==> config.mk <==
export PLATFORM = sky130hd
export DESIGN_NAME = ctrl_pipe_hazard
export DESIGN_NICKNAME = d
export VERILOG_FILES = /design/src/rtl/ctrl_pipe_hazard.sv
export SDC_FILE = /design/constraint.sdc
export NUM_CORES = 1
export LEC_CHECK = 0
export ABC_AREA = 1
export CORE_MARGIN = 2
export CORE_UTILIZATION = 46
export DETAILED_ROUTE_END_ITERATION = 16
export GPL_TIMING_DRIVEN = 0
export HOLD_SLACK_MARGIN = 0.1
export MAX_ROUTING_LAYER = met4
export PLACE_DENSITY = 0.79
export SLEW_MARGIN = 0
export SYNTH_ARGS = -nofsm -noshare
export SYNTH_HDL_FRONTEND = slang
export SYNTH_SLANG_ARGS = --single-unit
==> constraint.sdc <==
create_clock -name i_clk -period 2 [get_ports i_clk]
set_clock_uncertainty 0.15 [all_clocks]
set_input_delay 0.4 -clock i_clk [delete_from_list [all_inputs] [get_ports i_clk]]
set_output_delay 0.4 -clock i_clk [all_outputs]
set_load 0.01 [all_outputs]
==> src/rtl/ctrl_pipe_hazard.sv <==
// ctrl_pipe_hazard: consumer of the decode control word.
// Carries control through the E, M and W stage registers. Resolves jumps and
// branches in E, detects load-use hazards and selects ALU forwarding sources.
// Ports:
//   i_clk, i_rst                     clock, async active-high reset
//   i_*_d                            D-stage control word and register addresses
//   i_zero_e, i_neg_e                ALU flags of the E-stage instruction
//   o_ex_e, o_pc_src_e               E-stage ALU op, next-PC select
//   o_fwd_a_e, o_fwd_b_e             operand forwarding selects
//   o_stall_fd, o_flush_fd           IF/ID hold / clear
//   o_*_m, o_rd_m                    M-stage control
//   o_reg_we_w, o_memory_read_w, o_rd_w  W-stage control
module ctrl_pipe_hazard #(
    parameter int unsigned RA_W = 5,
    parameter int unsigned EX_W = 3
) (
    input  logic            i_clk,
    input  logic            i_rst,
    input  logic            i_memory_we_d,
    input  logic            i_reg_we_d,
    input  logic            i_memory_read_d,
    input  logic            i_slt_d,
    input  logic            i_lui_d,
    input  logic [EX_W-1:0] i_ex_d,
    input  logic [1:0]      i_jump_t_d,
    input  logic [1:0]      i_branch_t_d,
    input  logic [RA_W-1:0] i_rd_d,
    input  logic [RA_W-1:0] i_rs1_d,
    input  logic [RA_W-1:0] i_rs2_d,
    input  logic            i_zero_e,
    input  logic            i_neg_e,
    output logic [EX_W-1:0] o_ex_e,
    output logic [1:0]      o_pc_src_e,
    output logic [1:0]      o_fwd_a_e,
    output logic [1:0]      o_fwd_b_e,
    output logic            o_stall_fd,
    output logic            o_flush_fd,
    output logic            o_memory_we_m,
    output logic            o_memory_read_m,
    output logic            o_reg_we_m,
    output logic            o_slt_m,
    output logic            o_lui_m,
    output logic [RA_W-1:0] o_rd_m,
    output logic            o_reg_we_w,
    output logic            o_memory_read_w,
    output logic [RA_W-1:0] o_rd_w
);

    localparam logic [1:0] JT_JAL    = 2'b01;
    localparam logic [1:0] JT_JALR   = 2'b10;
    localparam logic [1:0] JT_BRANCH = 2'b11;

    localparam logic [1:0] FWD_REG = 2'b00;
    localparam logic [1:0] FWD_W   = 2'b01;
    localparam logic [1:0] FWD_M   = 2'b10;

    // E-stage registers
    logic            r_memory_we_e, r_reg_we_e, r_memory_read_e, r_slt_e, r_lui_e;
    logic [EX_W-1:0] r_ex_e;
    logic [1:0]      r_jump_t_e, r_branch_t_e;
    logic [RA_W-1:0] r_rd_e, r_rs1_e, r_rs2_e;

    // M-stage registers
    logic            r_memory_we_m, r_memory_read_m, r_reg_we_m, r_slt_m, r_lui_m;
    logic [RA_W-1:0] r_rd_m;

    // W-stage registers
    logic            r_reg_we_w, r_memory_read_w;
    logic [RA_W-1:0] r_rd_w;

    logic       w_load_use;
    logic       w_cond;
    logic       w_taken;
    logic       w_bubble_e;
    logic [1:0] w_pc_src;

    // Load-use: the load's data is not available to the instruction right behind it.
    assign w_load_use = r_memory_read_e && (r_rd_e != '0) &&
                        ((r_rd_e == i_rs1_d) || (r_rd_e == i_rs2_d));

    // Branch condition and next-PC selection
    always_comb begin
        w_cond   = 1'b0;
        w_taken  = 1'b0;
        w_pc_src = 2'b00;
        case (r_branch_t_e)
            2'b00:   w_cond = i_zero_e;
            2'b01:   w_cond = !i_zero_e;
            2'b10:   w_cond = i_neg_e;
            default: w_cond = !i_neg_e;
        endcase
        w_taken = (r_jump_t_e == JT_JAL) || (r_jump_t_e == JT_JALR) ||
                  ((r_jump_t_e == JT_BRANCH) && w_cond);
        if (r_jump_t_e == JT_JALR) begin
            w_pc_src = 2'b10;
        end else if (w_taken) begin
            w_pc_src = 2'b01;
        end
    end

    assign w_bubble_e = w_load_use || w_taken;

    // M result has priority over W; x0 is never forwarded.
    function automatic logic [1:0] fwd_sel(input logic [RA_W-1:0] src);
        logic [1:0] sel;
        sel = FWD_REG;
        if (r_reg_we_m && (r_rd_m != '0) && (r_rd_m == src)) begin
            sel = FWD_M;
        end else if (r_reg_we_w && (r_rd_w != '0) && (r_rd_w == src)) begin
            sel = FWD_W;
        end
        return sel;
    endfunction

    // D -> E, replaced by an all-zero bubble on a hazard or redirect
    always_ff @(posedge i_clk or posedge i_rst) begin
        if (i_rst) begin
            r_memory_we_e   <= 1'b0;
            r_reg_we_e      <= 1'b0;
            r_memory_read_e <= 1'b0;
            r_slt_e         <= 1'b0;
            r_lui_e         <= 1'b0;
            r_ex_e          <= '0;
            r_jump_t_e      <= 2'b00;
            r_branch_t_e    <= 2'b00;
            r_rd_e          <= '0;
            r_rs1_e         <= '0;
            r_rs2_e         <= '0;
        end else if (w_bubble_e) begin
            r_memory_we_e   <= 1'b0;
            r_reg_we_e      <= 1'b0;
            r_memory_read_e <= 1'b0;
            r_slt_e         <= 1'b0;
            r_lui_e         <= 1'b0;
            r_ex_e          <= '0;
            r_jump_t_e      <= 2'b00;
            r_branch_t_e    <= 2'b00;
            r_rd_e          <= '0;
            r_rs1_e         <= '0;
            r_rs2_e         <= '0;
        end else begin
            r_memory_we_e   <= i_memory_we_d;
            r_reg_we_e      <= i_reg_we_d;
            r_memory_read_e <= i_memory_read_d;
            r_slt_e         <= i_slt_d;
            r_lui_e         <= i_lui_d;
            r_ex_e          <= i_ex_d;
            r_jump_t_e      <= i_jump_t_d;
            r_branch_t_e    <= i_branch_t_d;
            r_rd_e          <= i_rd_d;
            r_rs1_e         <= i_rs1_d;
            r_rs2_e         <= i_rs2_d;
        end
    end

    // E -> M -> W, free-running
    always_ff @(posedge i_clk or posedge i_rst) begin
        if (i_rst) begin
            r_memory_we_m   <= 1'b0;
            r_memory_read_m <= 1'b0;
            r_reg_we_m      <= 1'b0;
            r_slt_m         <= 1'b0;
            r_lui_m         <= 1'b0;
            r_rd_m          <= '0;
            r_reg_we_w      <= 1'b0;
            r_memory_read_w <= 1'b0;
            r_rd_w          <= '0;
        end else begin
            r_memory_we_m   <= r_memory_we_e;
            r_memory_read_m <= r_memory_read_e;
            r_reg_we_m      <= r_reg_we_e;
            r_slt_m         <= r_slt_e;
            r_lui_m         <= r_lui_e;
            r_rd_m          <= r_rd_e;
            r_reg_we_w      <= r_reg_we_m;
            r_memory_read_w <= r_memory_read_m;
            r_rd_w          <= r_rd_m;
        end
    end

    assign o_ex_e          = r_ex_e;
    assign o_pc_src_e      = w_pc_src;
    assign o_fwd_a_e       = fwd_sel(r_rs1_e);
    assign o_fwd_b_e       = fwd_sel(r_rs2_e);
    assign o_flush_fd      = w_taken;
    assign o_stall_fd      = w_load_use && !w_taken;
    assign o_memory_we_m   = r_memory_we_m;
    assign o_memory_read_m = r_memory_read_m;
    assign o_reg_we_m      = r_reg_we_m;
    assign o_slt_m         = r_slt_m;
    assign o_lui_m         = r_lui_m;
    assign o_rd_m          = r_rd_m;
    assign o_reg_we_w      = r_reg_we_w;
    assign o_memory_read_w = r_memory_read_w;
    assign o_rd_w          = r_rd_w;

endmodule
==> flow_summary.yaml, run 1 <==
status:
  status: "complete, but fails checks"
  violations: "setup timing"
yosys:
  synthCells: 198
  avgSynthCellArea_um2: 9.472
  ys_ff_latch: 44
  ys_types: 18
  syn_area_mm2: 0.001876
  syn_nets: 231
  seq_area_frac_synth_pct: 58.71
  yosysWarningCount: 0
pwr:
  ir_drop_mv: 1.061
  power.density_mw_per_mm2: 1513
  power_w: 0.004042
  leakagePower_nw: 1.386
floorplan:
  coreArea_mm2: 0.003971
  die_area_mm2: 0.004604
  start_util_pct: 47.23
  die_y_um: 67.86
  ios: 59
  rows: 23
  dieWidth_um: 67.86
worst_setup_path:
  worstPathArrival_ps: 1480
  worstPathRequired_ps: 1450
  reg2reg_depth: 11
  worstSetupStartpoint: "o_rd_w[0]$_DFF_PP0_"
  start_kind: "register"
  crit_path_cell_trace: "buf_4, xor2_1, nor3_1, nand4_1, nor2_1, buf_2"
  slowest_delay_ps: 390
  critPathKind: "register to output pin"
  reg2reg_to: "r_rs1_e[1]$_DFF_PP0_"
  cp_max_fo: 2
  r2r_slack_ps: 340
  crit_slowest_cell: "dfrtp_1"
  endpoint_kind: "output pin"
  r2r-start: "r_rd_e[0]$_DFF_PP0_"
timing:
  slew_headroom_pct: 41.60
  period_share_pct: 101.4
  fin_crit_ps: 2029
  finalSetupViolCount: 1
  setup_slack_ps: -28.62
  fmax_mhz: 492.9
  tightest_slew_ps: 874.7
  setup_tns_ps: -28.62
  rsz0062_at_grt: "true"
  hold_violations: 0
  slew_violations: 0
global_routing:
  gr-usage-met1_pct: 17.98
  grt_pass1_wl_um: 5554
  grtUsageTotal_pct: 17.40
  grt_max_degree: 45
  antenna_found_initial: 0
  overflow: 0
  met2_usage_pct: 31.62
  first_global_vias: 1372
  use_met3_pct: 4.934
  grt_busiest_layer: "met2"
hold_path:
  hold_start: "r_memory_we_e$_DFF_PP0_"
  hold_path.class: "register to register"
  holdPathEnd: "o_memory_we_m$_DFF_PP0_"
  hold_depth: 0
clock_network:
  clock_latency_ps: 290
  cts_max_level: 2
  clock_sinks: 44
  clk_pin_slew_ps: 70
  cts-root-buf: "clkbuf_8"
  cts_buffer_depth: 2
  cts-buffers-inserted: 5
  tritoncts: "done"
  cts_hold_buf: 0
route:
  antenna_left: 0
  routed_wl_um: 3492
  drc: 0
  initialDrtViolationCount: 63
  drt-vias-per-instance: 4.425
  drt-wirelength-per-cell_um: 10.84
  first_pass_iters: 4
  via_count: 1425
job:
  maxCapViolations: 0
placed_design:
  pre_cts_slack_ps: -627.8
  dp_hpwl_um: 2591
  port_buffers: 58
  gp_congestion: 0.7590
final_layout:
  nets: 305
  antenna_cells: 0
  fillers: 329
  drive_above_1_share_pct: 17.65
  syn_to_final_growth_pct: 42.43
## placed cells by master, fill, tap and decap left out, drive strengths merged, types with 3 or more instances in the layout
cell           synthesis  layout
buf                    2      17
clkbuf                 0       6
clkdlybuf4s50          0      38
dfrtp                 44      44
dlygate4sd2            0      13
inv                   39      40
nand2                 30      30
nand3                  3       3
nand4                  5       5
nor2                  41      41
nor3                   4       4
o21ai                  4       4
xnor2                 14      14
xor2                   8       8
## Yosys cell counts
cell type   n  area [um2]
nor3_1      4       20.02
inv_2       1       3.750
nand3_1     3       15.01
o21ai_0     4       20.02
inv_1      38       142.6
dfrtp_1    44        1101
nor2_1     36       135.1
nor2_2      5       31.28
nand4_1     5       31.28
xnor2_1    14       122.6
nand2_4     1       11.26
buf_6       2       22.52
o211ai_1    1       7.510
nand2_1    28       105.1
ha_1        2       25.02
nand2_2     1       6.260
xor2_1      8       70.07
clkinv_2    1       5.000
## where the power goes
group | leakage [nW] | total, W | internal [W] | switching, W
logic | 0.788 | 0.00193 | 0.00102 | 0.000906
registers | 0.557 | 0.00162 | 0.00128 | 0.000332
clock network | 0.0410 | 0.000497 | 0.000237 | 0.000260
total | 1.39 | 0.00404 | 0.00254 | 0.00150
## flip-flops by register name, summed over array words and instances (netlist names), 2 cells and up
signal and cells:
r_rs1_e 5, r_jump_t_e 2, o_rd_m 5, o_ex_e 3, o_rd_w 5, r_rs2_e 5
r_rd_e 5, r_branch_t_e 2
## layout make-up
class / count / area (um2) / share of cell area (%)
clock buffers: 6 / 72.57 / 2.717
clock inverters: 1 / 5.005 / 0.1874
inverters: 40 / 152.6 / 5.714
well taps: 50 / 62.56 / 2.342
multi-input cells: 112 / 641.9 / 24.03
plain buffers: 2 / 22.52 / 0.8431
flip-flops and latches: 44 / 1105 / 41.36
repair buffers: 67 / 609.3 / 22.81
## stage by stage
step	instances	cell area [um2]	hold slack [ps]	util [%]
2_1_floorplan	198	1876	181.2	-
3_3_place_gp	306	2519	184.2	63.42
3_5_place_dp	306	2519	184.7	63.42
4_1_cts	319	2624	202.5	66.07
5_1_grt	322	2671	208.9	67.27
6_report	322	2671	200.7	67.27
## worst max-delay path by stage
stage | endpoint | slack [ps]
after floorplan | o_fwd_a_e[0] | 280
after global placement | o_stall_fd | -590
after detailed placement | o_stall_fd | -630
after CTS | o_stall_fd | -50
after global routing | o_stall_fd | -100
final | o_fwd_b_e[0] | -30
## cells by family (layout without fill, tap and decap cells)
family | Yosys count | count (layout) | share of synthesized area, %
flops | 44 | 44 | 58.71
fa+ha+maj | 2 | 2 | 1.334
buf+inv | 42 | 116 | 9.272
compound gates | 5 | 5 | 1.468
xor+xnor | 22 | 22 | 10.27
simple gates | 83 | 83 | 18.95
## layer usage
| layer | vias up | share of wire, % | routed length [um] |
|---|---|---|---|
| li1 | 728 | - | - |
| met4 | 0 | 1.5 | 51 |
| met1 | 649 | 40 | 1384 |
| met2 | 42 | 53 | 1857 |
| met5 | - | 0 | 0 |
| met3 | 6 | 5.7 | 198 |
## critical path, delay by kind of cell, from the launching register on
family,cells,cell delay [ps]
flip-flops,1,390
XOR/XNOR,1,140
AND/OR/NAND/NOR,3,380
buffers and inverters,2,290
## repair_timing
action | 4_1_cts | 5_1_grt
resized for setup | 50 | 11
setup buffers | 6 | 3
pin swaps | 21 | 10
endpoints found under the setup margin | 8 | 6
cloned | 0 | 0
(Power assumes the default switching activity.)
==> run 2, diff against run 1 <==
Settings changed: CORE_UTILIZATION 46 to 40, PLACE_DENSITY 0.79 to 0.72.
==> flow_summary.yaml, run 2 (synthesis gave the netlist of run 1 again) <==
route:
  routed_wl_um: 3518
  drc: 0
  via_count: 1408
  initialDrtViolationCount: 35
  drt-vias-per-instance: 4.319
  drt-wirelength-per-cell_um: 10.79
  first_pass_iters: 4
  antenna_left: 0
timing:
  tightest_slew_ps: 876.8
  fmax_mhz: 491.5
  finalSetupViolCount: 2
  holdWs_ps: 200.7
  fin_crit_ps: 2034
  slew_violations: 0
  setup_slack_ps: -34.47
  rsz0062_at_grt: "true"
  hold_violations: 0
  slew_headroom_pct: 41.46
  setup_tns_ps: -44.67
  period_share_pct: 101.7
final_layout:
  antenna_cells: 0
  drive_above_1_share_pct: 21.90
  final_common_cell: "dfrtp_1"
  nets: 306
  final_core_util_pct: 61.85
  syn_to_final_growth_pct: 46.56
  final_cell_mix: "dfrtp_1 (40), clkdlybuf4s50_1 (38), inv_1 (34)"
clock_network:
  cts-root-buf: "clkbuf_8"
  clock_latency_ps: 280
  tritoncts: "done"
  cts_buffer_depth: 2
  cts-buffers-inserted: 5
  cts_hold_buf: 0
  cts_max_level: 2
  clk_pin_slew_ps: 70
  clock_sinks: 44
pwr:
  power.density_mw_per_mm2: 1540
  ir_drop_mv: 0.9341
  leakagePower_nw: 1.408
  power_w: 0.004233
global_routing:
  antenna_found_initial: 0
  overflow: 0
  grt_pass1_wl_um: 5775
  grtUsageTotal_pct: 14.95
  grt_max_degree: 45
  first_global_vias: 1365
worst_setup_path:
  cp_max_fo: 2
  worstPathRequired_ps: 1450
  worstPathArrival_ps: 1480
  start_kind: "register"
  critPathKind: "register to output pin"
  endpoint_kind: "output pin"
floorplan:
  dieWidth_um: 72.48
  ios: 59
  die_area_mm2: 0.005253
  rows: 24
  die_y_um: 72.48
  start_util_pct: 42.20
  coreArea_mm2: 0.004444
placed_design:
  gp_congestion: 0.8471
  port_buffers: 58
  dp_hpwl_um: 2541
job:
  maxCapViolations: 0
hold_path:
  hold_path.class: "register to register"
status:
  status: "complete, but fails checks"
  violations: "setup timing"
==> run 2: cell count changes in the layout (fill, tap and decap cells not counted), moves of 2 or more <==
cell and change:
nand2_1 -2, nor2_2 +2, xnor2_1 -3, xnor2_2 +3, xor2_1 -2, xor2_2 +2
==> run 2: critical path, stage by stage, from the launching register on <==
cell     delay, ps
dfrtp_1        400
buf_6          130
xor2_2         140
nor3_2         190
nand4_1        100
nor2_1         110
buf_2          130
==> run 2: metrics by stage <==
stage,setup WS (ps),instance area [um2],cells
finish,-34.47,2749,326
floorplan,275.5,1876,198
global route,-148.6,2749,326
global placement,-600.1,2521,308
detailed placement,-599.8,2521,308
CTS,-79.17,2655,324
==> run 2: timing repair <==
item                       in CTS  in global routing
setup endpoints to repair       8                  7
setup buffers                   8                  2
resized for setup              50                 23
pin swaps                      18                 18
gates cloned                    0                  0
==> run 2: cell type report <==
type                    instances  area, um2
plain buffers                   2      22.52
clock buffers                   8      90.09
fillers                       397       1695
inverters                      40      152.6
multi-input cells             112      691.9
flip-flops and latches         44       1106
well taps                      52      65.06
repair buffers                 68      620.6
==> run 2: layer usage <==
metal	share of wire [%]	routed length (um)	vias to the layer above	GRT usage, %
li1	-	-	731	-
met3	5.7	199	6	5.000
met5	0	0	-	-
met2	52	1824	44	24.57
met1	41	1447	627	17.04
met4	1.3	47	0	5.556
==> run 2: report_power, final <==
part / internal [W] / switching, W / leakage, nW
Combinational: 0.00110 / 0.000948 / 0.807
Sequential: 0.00128 / 0.000350 / 0.556
Clock: 0.000281 / 0.000264 / 0.0455
Total: 0.00267 / 0.00156 / 1.41
==> run 2: worst paths after layout <==
kind | from | to | slack, ps | cells past startpoint
setup / recovery | o_rd_w[0]$_DFF_PP0_ | o_fwd_a_e[0] | -30 | 6
hold / removal | r_memory_we_e$_DFF_PP0_ | o_memory_we_m$_DFF_PP0_ | 200 | 0
setup reg to reg | r_branch_t_e[1]$_DFF_PP0_ | r_rs1_e[1]$_DFF_PP0_ | 160 | 10
hold reg to reg | r_memory_we_e$_DFF_PP0_ | o_memory_we_m$_DFF_PP0_ | 200 | 0
max in group asynchronous | i_rst | o_rd_m[0]$_DFF_PP0_ | 630 | 2
min in group asynchronous | i_rst | o_reg_we_m$_DFF_PP0_ | 470 | 2
